## src/rtl/lcd_box_overlay.sv

```systemverilog
// Registered pass-through of the LCD stream that paints a bounding-box border.
// Optional LCD_BOX_CROSSHAIR_EN adds a 1-pixel centre crosshair inside the box.
module lcd_box_overlay #(
  parameter int          H_ACT     = 800,
  parameter int          V_ACT     = 480,
  parameter int          BORDER    = 2,
  parameter logic [23:0] BOX_COLOR = 24'hFF0000
) (
  input  logic        iCLK,
  input  logic        iRST_n,
  input  logic        iHD,
  input  logic        iVD,
  input  logic        iDEN,
  input  logic [7:0]  iLCD_R,
  input  logic [7:0]  iLCD_G,
  input  logic [7:0]  iLCD_B,
  input  logic [10:0] iBOX_X0,
  input  logic [10:0] iBOX_X1,
  input  logic [9:0]  iBOX_Y0,
  input  logic [9:0]  iBOX_Y1,
  input  logic        iBOX_VALID,
  output logic        oHD,
  output logic        oVD,
  output logic        oDEN,
  output logic [7:0]  oLCD_R,
  output logic [7:0]  oLCD_G,
  output logic [7:0]  oLCD_B,
  output logic        oBOX_ACTIVE
);
  localparam logic [11:0] HA  = 12'(H_ACT);
  localparam logic [11:0] VA  = 12'(V_ACT);
  localparam logic [11:0] BW  = 12'(BORDER);
  localparam logic [10:0] XMX = 11'(H_ACT - 1);
  localparam logic [9:0]  YMX = 10'(V_ACT - 1);

  typedef struct packed {
    logic        vld;
    logic [10:0] x0;
    logic [10:0] x1;
    logic [9:0]  y0;
    logic [9:0]  y1;
  } box_t;

  box_t        sh, sh_nxt;
  logic [10:0] col;
  logic [9:0]  row;
  logic        vd_fall, den_fall;
  logic        hit;

  // oVD/oDEN are exactly last cycle's iVD/iDEN, so they double as edge history.
  assign vd_fall  = !iVD  && oVD;
  assign den_fall = !iDEN && oDEN;

  always_comb begin
    sh_nxt     = '0;
    sh_nxt.vld = iBOX_VALID && (iBOX_X0 <= iBOX_X1) && (iBOX_Y0 <= iBOX_Y1) &&
                 ({1'b0, iBOX_X0} < HA) && ({2'b0, iBOX_Y0} < VA);
    sh_nxt.x0  = iBOX_X0;
    sh_nxt.y0  = iBOX_Y0;
    sh_nxt.x1  = (iBOX_X1 > XMX) ? XMX : iBOX_X1;
    sh_nxt.y1  = (iBOX_Y1 > YMX) ? YMX : iBOX_Y1;
  end

  always_ff @(posedge iCLK or negedge iRST_n) begin
    if (!iRST_n) begin
      col <= '0;
      row <= '0;
      sh  <= '0;
    end else begin
      if (iDEN) col <= (col == 11'h7FF) ? col : col + 11'd1;
      else      col <= '0;
      if (!iVD)          row <= '0;
      else if (den_fall) row <= (row == 10'h3FF) ? row : row + 10'd1;
      if (vd_fall) sh <= sh_nxt;
    end
  end

`ifdef LCD_BOX_CROSSHAIR_EN
  logic [10:0] cx;
  logic [9:0]  cy;
  logic [11:0] cx_sum, cy_sum;

  assign cx_sum = {1'b0, sh_nxt.x0} + {1'b0, sh_nxt.x1};
  assign cy_sum = {2'b0, sh_nxt.y0} + {2'b0, sh_nxt.y1};

  always_ff @(posedge iCLK or negedge iRST_n) begin
    if (!iRST_n) begin
      cx <= '0;
      cy <= '0;
    end else if (vd_fall) begin
      cx <= cx_sum[11:1];
      cy <= cy_sum[10:1];
    end
  end
`endif

  always_comb begin
    logic [11:0] c, r, x0, x1, y0, y1;
    logic        in_box, on_edge, xh;
    c  = {1'b0, col};
    r  = {2'b0, row};
    x0 = {1'b0, sh.x0};
    x1 = {1'b0, sh.x1};
    y0 = {2'b0, sh.y0};
    y1 = {2'b0, sh.y1};
    in_box  = (c >= x0) && (c <= x1) && (r >= y0) && (r <= y1);
    // A box narrower than twice the border satisfies an edge term everywhere -> solid fill.
    on_edge = (c < x0 + BW) || (c + BW > x1) || (r < y0 + BW) || (r + BW > y1);
`ifdef LCD_BOX_CROSSHAIR_EN
    xh = (col == cx) || (row == cy);
`else
    xh = 1'b0;
`endif
    hit = iDEN && sh.vld && in_box && (on_edge || xh);
  end

  always_ff @(posedge iCLK or negedge iRST_n) begin
    if (!iRST_n) begin
      oHD         <= 1'b0;
      oVD         <= 1'b0;
      oDEN        <= 1'b0;
      oLCD_R      <= '0;
      oLCD_G      <= '0;
      oLCD_B      <= '0;
      oBOX_ACTIVE <= 1'b0;
    end else begin
      oHD         <= iHD;
      oVD         <= iVD;
      oDEN        <= iDEN;
      oBOX_ACTIVE <= hit;
      if (hit) {oLCD_R, oLCD_G, oLCD_B} <= BOX_COLOR;
      else     {oLCD_R, oLCD_G, oLCD_B} <= {iLCD_R, iLCD_G, iLCD_B};
    end
  end
endmodule

```

## config.mk

```make
export PLATFORM = sky130hd
export DESIGN_NAME = lcd_box_overlay
export DESIGN_NICKNAME = d
export VERILOG_FILES = /design/src/rtl/lcd_box_overlay.sv
export SDC_FILE = /design/constraint.sdc
export NUM_CORES = 1
export LEC_CHECK = 0
export CAP_MARGIN = 20
export CELL_PAD_IN_SITES_DETAIL_PLACEMENT = 1
export CELL_PAD_IN_SITES_GLOBAL_PLACEMENT = 1
export CORE_UTILIZATION = 46
export DETAILED_ROUTE_END_ITERATION = 10
export PLACE_DENSITY = 0.9
export SKIP_CTS_REPAIR_TIMING = 1
export SLEW_MARGIN = 15
export SYNTH_ARGS = -nofsm -noshare
export SYNTH_HDL_FRONTEND = slang
export SYNTH_SLANG_ARGS = --single-unit
```

## constraint.sdc

```tcl
create_clock -name iCLK -period 5.1 [get_ports iCLK]
set_input_delay 0.765 -clock iCLK [delete_from_list [all_inputs] [get_ports iCLK]]
set_output_delay 0.765 -clock iCLK [all_outputs]
set_load 0.02 [all_outputs]
```

==> reports/results.txt, run 1 <==
The tools report the number of primary I/O pins as 100. The run finished, with violations left. The synthesized design contains 0 enable-type register cells.

The part of the Yosys area used for sequential elements was 35.40%; the routed length on met3 was 1256 um. The total routed wirelength was 20550 um. The logs give 1034 ps for the worst-case setup margin in the final layout and 0 ps for the sum of negative setup slack. The clock net in this run drives a total of 92 sinks. The routed wire length on met2 came out at 9864 um.

Post-detailed-route DRC marker count: 1. The worst setup slack before clock tree synthesis was 1336 ps; the maximum clock frequency was 0.2460 GHz. Measured along the y axis, the die boundary spans 120.9 um. The logs give 47.04% for the starting density of the core and 3.795 nW for the leakage power figure. The finished layout cell area is 7945 sq um.

TritonCTS built the clock tree. The reg-to-reg critical path startpoint was sh[32]. The library cells used most frequently in the layout, excluding fill and tap cells, are sky130_fd_sc_hd__ha_1 (107), sky130_fd_sc_hd__clkdlybuf4s50_1 (98), sky130_fd_sc_hd__dfrtp_1 (92). The run gives 0.1427 mV as the worst vdd rail ir drop.

In the final layout, the share of cells above drive strength 1 is 4.956%. For the core area, the log shows 13830 sq um. In this run the critical register-to-register path is captured at oLCD_R[6]. The critical path in this run is classified as flip-flop to flip-flop.

Setup repair after global routing left no endpoint under its margin. Root buffer cell: sky130_fd_sc_hd__clkbuf_16. The cell area that synthesis handed to floorplanning was 6504 sq um. The first global-routing pass estimated 32910 um of wire.

The routed length per placed instance is 21.25 um. The final reports fail on DRC. For the number of pins exceeding their max-slew limit in the final report, the log shows 0. For this run, the number of Yosys warnings is 0. Setup violations remaining at the end of the flow were counted as 0. The ratio of final minimum period to clock period was 79.72%; the setup slack of the worst register-to-register path was 1030 ps.

Max-cap violation count: 0. Clock transition at the registers of the reported paths: 70 ps. The data arrival time of the worst path was 4300 ps.

The number of hold-slack violations in the final timing report is 0, and the synthesis-to-finish area growth is 22.16%. Synthesis produced a netlist whose cell count is 688. The number of cells in the finished layout apart from fillers is 967.

On the final layout, the worst clock skew is 9.840 ps. Summing over every cut layer, the via total after detailed routing is 5682. The main flop type after synthesis is sky130_fd_sc_hd__dfrtp_1. For the finished layout, the period the worst path requires is 4066 ps. For the required time of the worst setup path, the log shows 5330 ps. The number of antenna violations at the first check in global routing came out at 0.

Cell area power density: 245.3 nW/um^2. The path class of the tightest hold or removal check is input pin to async pin. Across the whole layout, storage elements account for 2302 sq um.

The number of buffers created by CTS is 9. The number of iterations in the first detailed-routing pass was 7. In this run the horizontal extent of the chip is 120.9 um.

The floorplan step defined a die boundary enclosing 14620 sq um. The kind of end point of the critical path was a flip-flop. STA classifies the critical path startpoint as a flip-flop. The H-tree generated during clock tree synthesis spans 3 levels.

The logs give 7660 sq um for the cell area reported after detailed placement and 0.9621 for the placer's final routability congestion estimate. Summed over all layers, the global routing overflow is 0. The worst-margin pin slew came out at 696.0 ps. The maximum number of buffers from clock root to sink was 2; the worst reg-to-reg path cell count was 12. The tools report the detailed-placement wirelength estimate as 15220 um. The source-to-sink clock delay at the later pin of the worst-skew pair was 350 ps; the number of storage elements in the synthesis netlist was 92. For the placed cell count, the log shows 951.

The wire length the detailed router placed on met1 was 8485 um. The tools report the normalized max-slew margin as 53.32%. For the multi-input combinational cell area, the log shows 3859 sq um. The number of nets in the layout was 961; the average footprint of a synthesized cell was 9.453 sq um. The top metal layer carrying routed signals is met4. The routed via count divided by cell count works out to 5.876. The design draws 1.949 mW. The count of nets left with antenna violations once routing finished came out at 0.

Counting flops with an async set or reset pin after synthesis yields a share of 100.0%. The worst-path maximum fanout was 25. Measured on the finished design, the core utilization comes to 57.46%.

The via count of the first global-routing pass came out at 6224. Most frequent standard cell in the layout excluding fill and tap cells: sky130_fd_sc_hd__ha_1. The number of antenna diodes in the final layout is 0. Yosys mapped the design onto 55 distinct sky130hd cell types. Port buffering added 99 buffers.

For this run, the total global-route usage over all layers was measured as 29.58%. When the netlist entered floorplanning its net count stood at 867. The tightest hold path in the finished design has a slack of 439.3 ps. Entering global routing, the biggest net connects 53 pins. The first routing iteration left 256 violations. After floorplanning, the core was divided into 43 placement rows. The tools report the layout filler cell count as 1553.
## metal layers
layer	vias up	global-route usage, %
met5	-	0
met4	0	16.36
met3	70	4.793
met2	215	50.04
met1	2772	35.82
li1	2625	-
## synthesized netlist by cell type (2+ instances only)
| library cell | count | area, sq um |
|---|---|---|
| sky130_fd_sc_hd__a21boi_2 | 16 | 180.2 |
| sky130_fd_sc_hd__inv_1 | 68 | 255.2 |
| sky130_fd_sc_hd__ha_1 | 107 | 1339 |
| sky130_fd_sc_hd__nand4_1 | 24 | 150.1 |
| sky130_fd_sc_hd__a2111oi_0 | 2 | 17.52 |
| sky130_fd_sc_hd__a41oi_1 | 2 | 17.52 |
| sky130_fd_sc_hd__nor3_1 | 15 | 75.07 |
| sky130_fd_sc_hd__nand2_1 | 45 | 168.9 |
| sky130_fd_sc_hd__xor2_1 | 9 | 78.83 |
| sky130_fd_sc_hd__xnor2_1 | 37 | 324.1 |
| sky130_fd_sc_hd__o21a_1 | 2 | 15.01 |
| sky130_fd_sc_hd__nand3_1 | 26 | 130.1 |
| sky130_fd_sc_hd__and4_1 | 3 | 26.28 |
| sky130_fd_sc_hd__o21bai_1 | 3 | 22.52 |
| sky130_fd_sc_hd__o2111ai_1 | 2 | 17.52 |
| sky130_fd_sc_hd__a31oi_1 | 5 | 31.28 |
| sky130_fd_sc_hd__o311ai_0 | 2 | 17.52 |
| sky130_fd_sc_hd__nor2b_1 | 8 | 50.05 |
| sky130_fd_sc_hd__clkbuf_1 | 14 | 52.55 |
| sky130_fd_sc_hd__buf_6 | 3 | 33.78 |
| sky130_fd_sc_hd__a21oi_1 | 30 | 150.1 |
| sky130_fd_sc_hd__and2_1 | 14 | 87.58 |
| sky130_fd_sc_hd__o21ai_0 | 51 | 255.2 |
| sky130_fd_sc_hd__o22ai_1 | 5 | 31.28 |
| sky130_fd_sc_hd__a21o_1 | 26 | 195.2 |
| sky130_fd_sc_hd__and3_1 | 7 | 43.79 |
| sky130_fd_sc_hd__o211ai_1 | 5 | 37.54 |
| sky130_fd_sc_hd__buf_2 | 2 | 10.01 |
| sky130_fd_sc_hd__nor4_1 | 2 | 12.51 |
| sky130_fd_sc_hd__a211oi_1 | 6 | 45.04 |
| sky130_fd_sc_hd__nor2_1 | 27 | 101.4 |
| sky130_fd_sc_hd__dfrtp_1 | 92 | 2302 |
| sky130_fd_sc_hd__nand2b_1 | 6 | 37.54 |
## flip-flops by register name, indices dropped and copies added, names as in the netlist
register	count
oDEN	1
oLCD_G	8
oLCD_R	8
oLCD_B	8
sh	43
col	11
oVD	1
row	10
oHD	1
oBOX_ACTIVE	1
## kinds of logic (layout without fill, tap and decap cells)
group / count (synthesis) / count (layout) / share of synthesized area, %
AOI/OAI and AO/OA: 168 / 168 / 17.41
muxes: 1 / 1 / 0.1539
DFF: 92 / 92 / 35.40
adders and majority gates: 107 / 107 / 20.58
xor gates and xnor gates: 46 / 46 / 6.195
buffers and inverters: 89 / 188 / 5.521
and+or+nand+nor: 185 / 185 / 14.74
## cell type report
| type | count | area share (%) |
|---|---|---|
| multi-input combinational | 507 | 48.57 |
| sequential | 92 | 28.98 |
| timing repair buffer | 102 | 12.72 |
| inverter | 70 | 3.307 |
| clock buffer | 11 | 2.929 |
| tap | 180 | 2.835 |
| clock inverter | 5 | 0.6614 |
## worst max path at each step
stage / from / endpoint / slack (ps) / cells past startpoint
2_1_floorplan: row[4] / oLCD_R[3] / 1660 / 14
3_3_place_gp: row[4] / oLCD_R[3] / 1630 / 11
3_5_place_dp: row[4] / oLCD_R[6] / 1340 / 11
4_1_cts: sh[32] / oLCD_R[6] / 1080 / 12
5_1_grt: sh[32] / oLCD_R[2] / 850 / 12
6_report: sh[32] / oLCD_R[6] / 1030 / 12
## where the power goes
group	leakage (nW)	internal (mW)	switching (mW)
registers	1.14	0.783	0.0397
logic	2.52	0.198	0.257
clock network	0.139	0.378	0.294
## critical path: stages (launching register included)
cell and delay [ps]:
sky130_fd_sc_hd__dfrtp_1 420, sky130_fd_sc_hd__ha_1 230, sky130_fd_sc_hd__nand3_1 150, sky130_fd_sc_hd__nor3_1 460, sky130_fd_sc_hd__nand3_1 210, sky130_fd_sc_hd__xnor2_1 270
sky130_fd_sc_hd__ha_1 260, sky130_fd_sc_hd__a2111oi_0 130, sky130_fd_sc_hd__or3_1 430, sky130_fd_sc_hd__a31oi_1 270, sky130_fd_sc_hd__o2111ai_1 180, sky130_fd_sc_hd__or4b_4 710
sky130_fd_sc_hd__a21o_1 240
No activity file was read; power rests on OpenSTA's default activity.
==> run 2, diff against run 1 <==
Settings changed: CORE_UTILIZATION 46 to 38, PLACE_DENSITY 0.9 to 0.8.
Clock period 5.1 ns to 3.31 ns, I/O delays scaled along.
==> reports/results.txt, run 2 (synthesis gave the netlist of run 1 again) <==
For the number of sinks handled by clock tree synthesis, the log shows 92 (unchanged). The placer's final routability congestion estimate was 0.9512 (was 0.9621). Kind of start point of the critical path: a flip-flop (unchanged). The time the final worst path needs with I/O delays and setup is 3364 ps (was 4066 ps), and the number of hold-slack violations in the final timing report is 0 (unchanged). Y dimension of the die: 132.8 um (was 120.9 um). The run gives 19 (was 0) as the setup-violating endpoint count in the final report. The number of antenna violations at the first check in global routing was 0 (unchanged). The worst-case setup margin in the final layout was -53.63 ps (was 1034 ps). Largest registers: sh: 43 flops, col: 11 flops, row: 10 flops (unchanged). The routed via count divided by cell count came out at 5.498 (was 5.876). The most frequent standard cell in the layout excluding fill and tap cells was sky130_fd_sc_hd__ha_1 (unchanged). The detailed-placement wirelength estimate came out at 16070 um (was 15220 um). TritonCTS built the clock tree. The run gives -50 ps (was 1030 ps) as the setup slack of the worst register-to-register path. The total routed wirelength is 20950 um (was 20550 um), and the port buffer count is 99 (unchanged). The reg-to-reg critical path startpoint is row[6] (was sh[32]). Placed cell count: 1019 (was 951). Setup repair after global routing could not meet its margin everywhere. The root buffer cell is sky130_fd_sc_hd__clkbuf_16 (unchanged). The flip-flop count of the largest register, all copies and words added is 43 (unchanged), and the max-cap violation count is 0 (unchanged). The data arrival time of the worst path was 3610 ps (was 4300 ps).

The run finished, with violations left. The H-tree depth was 3 (unchanged). The number of pins exceeding their max-slew limit in the final report was 0 (unchanged). Top library cells by usage in the layout, fill and taps aside: sky130_fd_sc_hd__ha_1 (102), sky130_fd_sc_hd__clkdlybuf4s50_1 (98), sky130_fd_sc_hd__dfrtp_1 (91) (was sky130_fd_sc_hd__ha_1 (107), sky130_fd_sc_hd__clkdlybuf4s50_1 (98), sky130_fd_sc_hd__dfrtp_1 (92)).

The end of the worst register-to-register path is oLCD_R[1] (was oLCD_R[6]). For the maximum clock frequency, the log shows 0.2973 GHz (was 0.2460 GHz). The routed length per placed instance works out to 20.14 um (was 21.25 um).

The worst-path maximum fanout came out at 7 (was 25). The ratio of final minimum period to clock period was 101.6% (was 79.72%). For the post-detailed-route count of antenna-violating nets, the log shows 0 (unchanged). The run gives 2 (unchanged) as the maximum number of buffers from clock root to sink. The number of cells in the finished layout apart from fillers is 1040 (was 967), and the synthesis-to-finish area growth is 28.68% (was 22.16%). The worst reg-to-reg path cell count was 11 (was 12); the overall power consumption was 3.041 mW (was 1.949 mW). The worst-margin pin slew came out at 816.1 ps (was 696.0 ps).

Number of rows in the core area: 47 (was 43). The share of post-route cells with drive strength above 1 came out at 11.10% (was 4.956%). The logs give 5718 (was 5682) for the number of vias after detailed routing and 994 (was 961) for the number of nets in the layout. The clock transition at the registers of the reported paths came out at 70 ps (about the same). The class of the tightest hold or removal check was input pin to async pin (unchanged). The required time of the worst setup path was 3560 ps (was 5330 ps). The clock skew is 7.075 ps (was 9.840 ps), and the overall die width is 132.8 um (was 120.9 um). The cell at the slowest stage of the critical path is sky130_fd_sc_hd__or4b_4 (unchanged).

The run gives 0 (unchanged) as the antenna diode count. The worst setup slack before clock tree synthesis came out at -26.49 ps (was 1336 ps). The kind of end point of the critical path is a flip-flop (unchanged). Layout filler cell count: 1839 (was 1553). The cell area power density was 363.4 nW/um^2 (was 245.3 nW/um^2). Number of iterations in the first detailed-routing pass: 4 (was 7).

The maximum single-stage delay on the critical path is 630 ps (was 710 ps), and the via count of the first global-routing pass is 6357 (was 6224). Type of the worst setup path: flip-flop to flip-flop (unchanged). The core area is 16640 sq um (was 13830 sq um), and the leakage power figure is 3.967 nW (was 3.795 nW).

The logs give 63 (was 53) for the pin count of the biggest net entering global routing and 39.08% (was 47.04%) for the starting density of the core. The number of primary I/O pins was 100 (unchanged); the normalized max-slew margin was 45.60% (was 53.32%). For the total global routing overflow, the log shows 0 (unchanged).

For the post-detailed-route DRC marker count, the log shows 0 (was 1). Total global routing track utilization: 23.79% (was 29.58%). For the detailed router's first-iteration violation count, the log shows 197 (was 256). The global-route wire length before repair was 32740 um (was 32910 um).

Failing checks: setup timing (was DRC). The worst vdd rail ir drop was 0.2900 mV (was 0.1427 mV); the overall die area was 17640 sq um (was 14620 sq um). CP Cell Sequence: and4_4, and2_1, nand3_1, xnor2_1, ha_1, and3_1, a221o_1, a2111oi_2, nor3_1, or4b_4, a21o_1 (was ha_1, nand3_1, nor3_1, nand3_1, xnor2_1, ha_1, a2111oi_0, or3_1, a31oi_1, o2111ai_1, or4b_4, a21o_1). The top register by number of flip-flops was sh (unchanged).

The source-to-sink clock delay at the later pin of the worst-skew pair was 350 ps (about the same). The core utilization of the finished layout was 50.29% (was 57.46%); the sum of negative setup slack was -408.8 ps (was 0 ps). For the number of buffers created by CTS, the log shows 9 (unchanged).
==> run 2: how the worst max path moves through the flow <==
stage / from / to / slack [ps]
2_1_floorplan: row[4] / oLCD_R[3] / 20
3_3_place_gp: row[6] / oLCD_R[4] / 130
3_5_place_dp: sh[32] / oLCD_R[1] / -30
4_1_cts: sh[32] / oLCD_R[1] / -30
5_1_grt: sh[33] / oLCD_R[1] / -130
6_report: row[6] / oLCD_R[1] / -50
==> run 2: area by class of cell <==
| type | count | area [sq um] | area share [%] |
|---|---|---|---|
| Clock buffer | 10 | 239.0 | 2.855 |
| Clock inverter | 6 | 63.81 | 0.7624 |
| Inverter | 70 | 262.8 | 3.139 |
| Multi-Input combinational cell | 509 | 3981 | 47.57 |
| Sequential cell | 92 | 2303 | 27.52 |
| Tap cell | 220 | 275.3 | 3.289 |
| Timing Repair Buffer | 133 | 1244 | 14.86 |
==> run 2: critical path, delay by kind of cell, from the launching register on <==
family / cells / cell delay [ps]
AND/OR/NAND/NOR: 6 / 1540
flip-flops: 1 / 350
AO/OA/AOI/OAI: 3 / 880
XOR/XNOR: 1 / 200
adder cells (fa/ha/maj): 1 / 290
==> run 2: report_power, final <==
part | switching (mW) | internal [mW] | total (mW)
Combinational | 0.404 | 0.321 | 0.725
Clock | 0.455 | 0.604 | 1.06
Sequential | 0.0508 | 1.21 | 1.26
Total | 0.910 | 2.13 | 3.04
==> run 2: metal layers <==
layer / track usage [%] / routed length (um) / up-vias
met5: 0 / 0 / -
met4: 8.301 / 656 / 0
met3: 5.594 / 1306 / 46
met2: 41.01 / 10250 / 173
met1: 28.90 / 8733 / 2802
li1: - / - / 2697
==> run 2: metrics by stage <==
step	hold WS, ps	instance area [sq um]
after global routing	290.2	8369
after global placement	480.3	7923
after detailed placement	486.6	7923
after CTS	266.0	8225
final	223.3	8369
after floorplan	200.9	6516
==> run 3, diff against run 2 <==
==> constraint.sdc (replaced) <==
create_clock -name iCLK -period 3.31 [get_ports iCLK]
set_input_delay 0.662 -clock iCLK [delete_from_list [all_inputs] [get_ports iCLK]]
set_output_delay 0.662 -clock iCLK [all_outputs]
set_load 0.02 [all_outputs]
==> reports/results.txt, run 3 (synthesis gave the netlist of run 1 again) <==
The H-tree depth is 3 (unchanged). The number of rows in the core area was 47 (unchanged); the total global routing track utilization was 24.14% (was 23.79%). The number of hold-slack violations in the final timing report came out at 0 (unchanged).

The kind of end point of the critical path is a flip-flop (unchanged). For the cell area reported after detailed placement, the log shows 7945 sq um (was 7923 sq um). The worst-path maximum fanout was 7 (unchanged). The kind of start point of the critical path is a flip-flop (unchanged).

The tools report the antenna diode count as 0 (unchanged). For the clock skew, the log shows 4.511 ps (was 7.075 ps). The logs give 33080 um (was 32740 um) for the global-route wire length before repair and 62 (was 63) for the pin count of the biggest net entering global routing. The root buffer cell is sky130_fd_sc_hd__clkbuf_16 (unchanged).

The overall power consumption came out at 3.008 mW (was 3.041 mW). Number of antenna violations at the first check in global routing: 0 (unchanged). The synthesis-to-finish area growth is 29.47% (was 28.68%), and the routed length per placed instance is 20.55 um (was 20.14 um). The tools report the max-cap violation count as 0 (unchanged). The overall die width works out to 132.8 um (unchanged). The worst-margin pin slew was 797.7 ps (was 816.1 ps).

Class of the tightest hold or removal check: input pin to async pin (unchanged). Routed via count divided by cell count: 5.647 (was 5.498). Data arrival time of the worst path: 3580 ps (was 3610 ps). The maximum number of buffers from clock root to sink is 2 (unchanged), and the number of nets in the layout is 1000 (was 994).

The total global routing overflow is 0 (unchanged). The total routed wirelength was 21440 um (was 20950 um); the number of cells in the finished layout apart from fillers was 1043 (was 1040). The number of vias after detailed routing was 5890 (was 5718); the ratio of final minimum period to clock period was 101.1% (was 101.6%). The flow ran to the end, but the final reports show violations.

Setup repair after global routing could not meet its margin everywhere. Time the final worst path needs with I/O delays and setup: 3346 ps (was 3364 ps). The via count of the first global-routing pass was 6479 (was 6357).

Post-detailed-route count of antenna-violating nets: 0 (unchanged). The core utilization of the finished layout is 50.60% (was 50.29%), and the setup slack of the worst register-to-register path is -40 ps (was -50 ps). The worst vdd rail ir drop was 0.2041 mV (was 0.2900 mV).

The share of post-route cells with drive strength above 1 works out to 11.06% (was 11.10%). For the worst-case setup margin in the final layout, the log shows -35.99 ps (was -53.63 ps). The normalized max-slew margin is 46.82% (was 45.60%). The most frequent standard cell in the layout excluding fill and tap cells was sky130_fd_sc_hd__ha_1 (unchanged). For the placer's final routability congestion estimate, the log shows 0.9590 (was 0.9512).

The cell area power density is 357.2 nW/um^2 (was 363.4 nW/um^2), and the required time of the worst setup path is 3540 ps (was 3560 ps). The logs give 0 (unchanged) for the post-detailed-route DRC marker count and 100 (unchanged) for the number of primary I/O pins. Clock transition at the registers of the reported paths: 60 ps (was 70 ps). The number of sinks handled by clock tree synthesis was 92 (unchanged). The port buffer count was 99 (unchanged); the flip-flop count of the largest register, all copies and words added was 43 (unchanged). Largest registers: sh: 43 flops, col: 11 flops, row: 10 flops (unchanged). The logs give 9 (unchanged) for the number of buffers created by CTS and 350 ps (about the same) for the source-to-sink clock delay at the later pin of the worst-skew pair. The logs give 16480 um (was 16070 um) for the detailed-placement wirelength estimate and 39.08% (unchanged) for the starting density of the core. The tools report the reg-to-reg critical path startpoint as sh[35] (was row[6]). Placed cell count: 1022 (was 1019).

TritonCTS built the clock tree. The worst reg-to-reg path cell count works out to 12 (was 11). Top library cells by usage in the layout, fill and taps aside: sky130_fd_sc_hd__ha_1 (103), sky130_fd_sc_hd__clkdlybuf4s50_1 (98), sky130_fd_sc_hd__dfrtp_1 (92) (was sky130_fd_sc_hd__ha_1 (102), sky130_fd_sc_hd__clkdlybuf4s50_1 (98), sky130_fd_sc_hd__dfrtp_1 (91)). For the setup-violating endpoint count in the final report, the log shows 6 (was 19). The run gives 5 (was 4) as the number of iterations in the first detailed-routing pass. Failing checks: setup timing (unchanged). The detailed router's first-iteration violation count is 191 (was 197), and the number of pins exceeding their max-slew limit in the final report is 0 (unchanged). End of the worst register-to-register path: oLCD_R[7] (was oLCD_R[1]). Top register by number of flip-flops: sh (unchanged). The logs give 17640 sq um (unchanged) for the overall die area and 8421 sq um (was 8369 sq um) for the finished layout cell area. The y dimension of the die works out to 132.8 um (unchanged).

The maximum clock frequency was 0.2989 GHz (was 0.2973 GHz); the core area was 16640 sq um (unchanged). The type of the worst setup path was flip-flop to flip-flop (unchanged). For the leakage power figure, the log shows 3.999 nW (was 3.967 nW).
run 3: cell count changes in the layout (fill, tap and decap cells not counted), moves of 2 or more:
cell / before / now
sky130_fd_sc_hd__buf_4: 35 / 41
sky130_fd_sc_hd__clkinv_2: 2 / 0
sky130_fd_sc_hd__nor3_2: 5 / 3
sky130_fd_sc_hd__nor3_4: 1 / 3
run 3: how the worst max path moves through the flow:
stage,from,to,cells past startpoint
2_1_floorplan,row[4],oLCD_R[3],14
3_3_place_gp,sh[32],oLCD_R[4],12
3_5_place_dp,sh[32],oLCD_R[0],12
4_1_cts,sh[32],oLCD_R[7],12
5_1_grt,sh[34],oLCD_R[7],12
6_report,sh[35],oLCD_R[7],12
run 3: metal layers:
layer,GRT usage (%),routed length (um),up-vias
met1,29.35,8999,2936
met3,4.061,1104,53
met4,10.98,774,0
li1,-,-,2713
met2,41.65,10560,188
met5,0,0,-
run 3: critical path: stages (launching register included):
cell and delay, ps:
sky130_fd_sc_hd__dfrtp_1 410, sky130_fd_sc_hd__inv_1 150, sky130_fd_sc_hd__nor3_2 190, sky130_fd_sc_hd__buf_4 150, sky130_fd_sc_hd__nand3_1 100, sky130_fd_sc_hd__xnor2_1 140
sky130_fd_sc_hd__ha_1 330, sky130_fd_sc_hd__o22ai_1 80, sky130_fd_sc_hd__or3_4 400, sky130_fd_sc_hd__a31oi_4 190, sky130_fd_sc_hd__o2111ai_4 190, sky130_fd_sc_hd__or4b_4 670
sky130_fd_sc_hd__a21o_1 230
run 3: cell type report:
type                       instances  area, sq um
inverter                          70        262.8
sequential                        92         2302
multi-input combinational        509         4011
clock inverter                     2        37.54
fill                            1860         8222
timing repair buffer             139         1289
clock buffer                      11        242.7
tap                              220        275.3
run 3: where the power goes:
| group | internal (mW) | switching [mW] | total, mW |
|---|---|---|---|
| clock | 0.594 | 0.424 | 1.02 |
| combinational | 0.323 | 0.408 | 0.731 |
| sequential | 1.21 | 0.0523 | 1.26 |
| total | 2.12 | 0.885 | 3.01 |
run 3: through the flow:
| step | hold slack [ps] | setup WS, ps | setup TNS, ps |
|---|---|---|---|
| 3_3_place_gp | 479.5 | 107.3 | 0 |
| 2_1_floorplan | 366.4 | 17.14 | 0 |
| 4_1_cts | 415.6 | -130.2 | -1388 |
| 5_1_grt | 454.4 | -126.6 | -2134 |
| 3_5_place_dp | 478.0 | -110.6 | -1042 |
| 6_report | 393.1 | -35.99 | -49.58 |
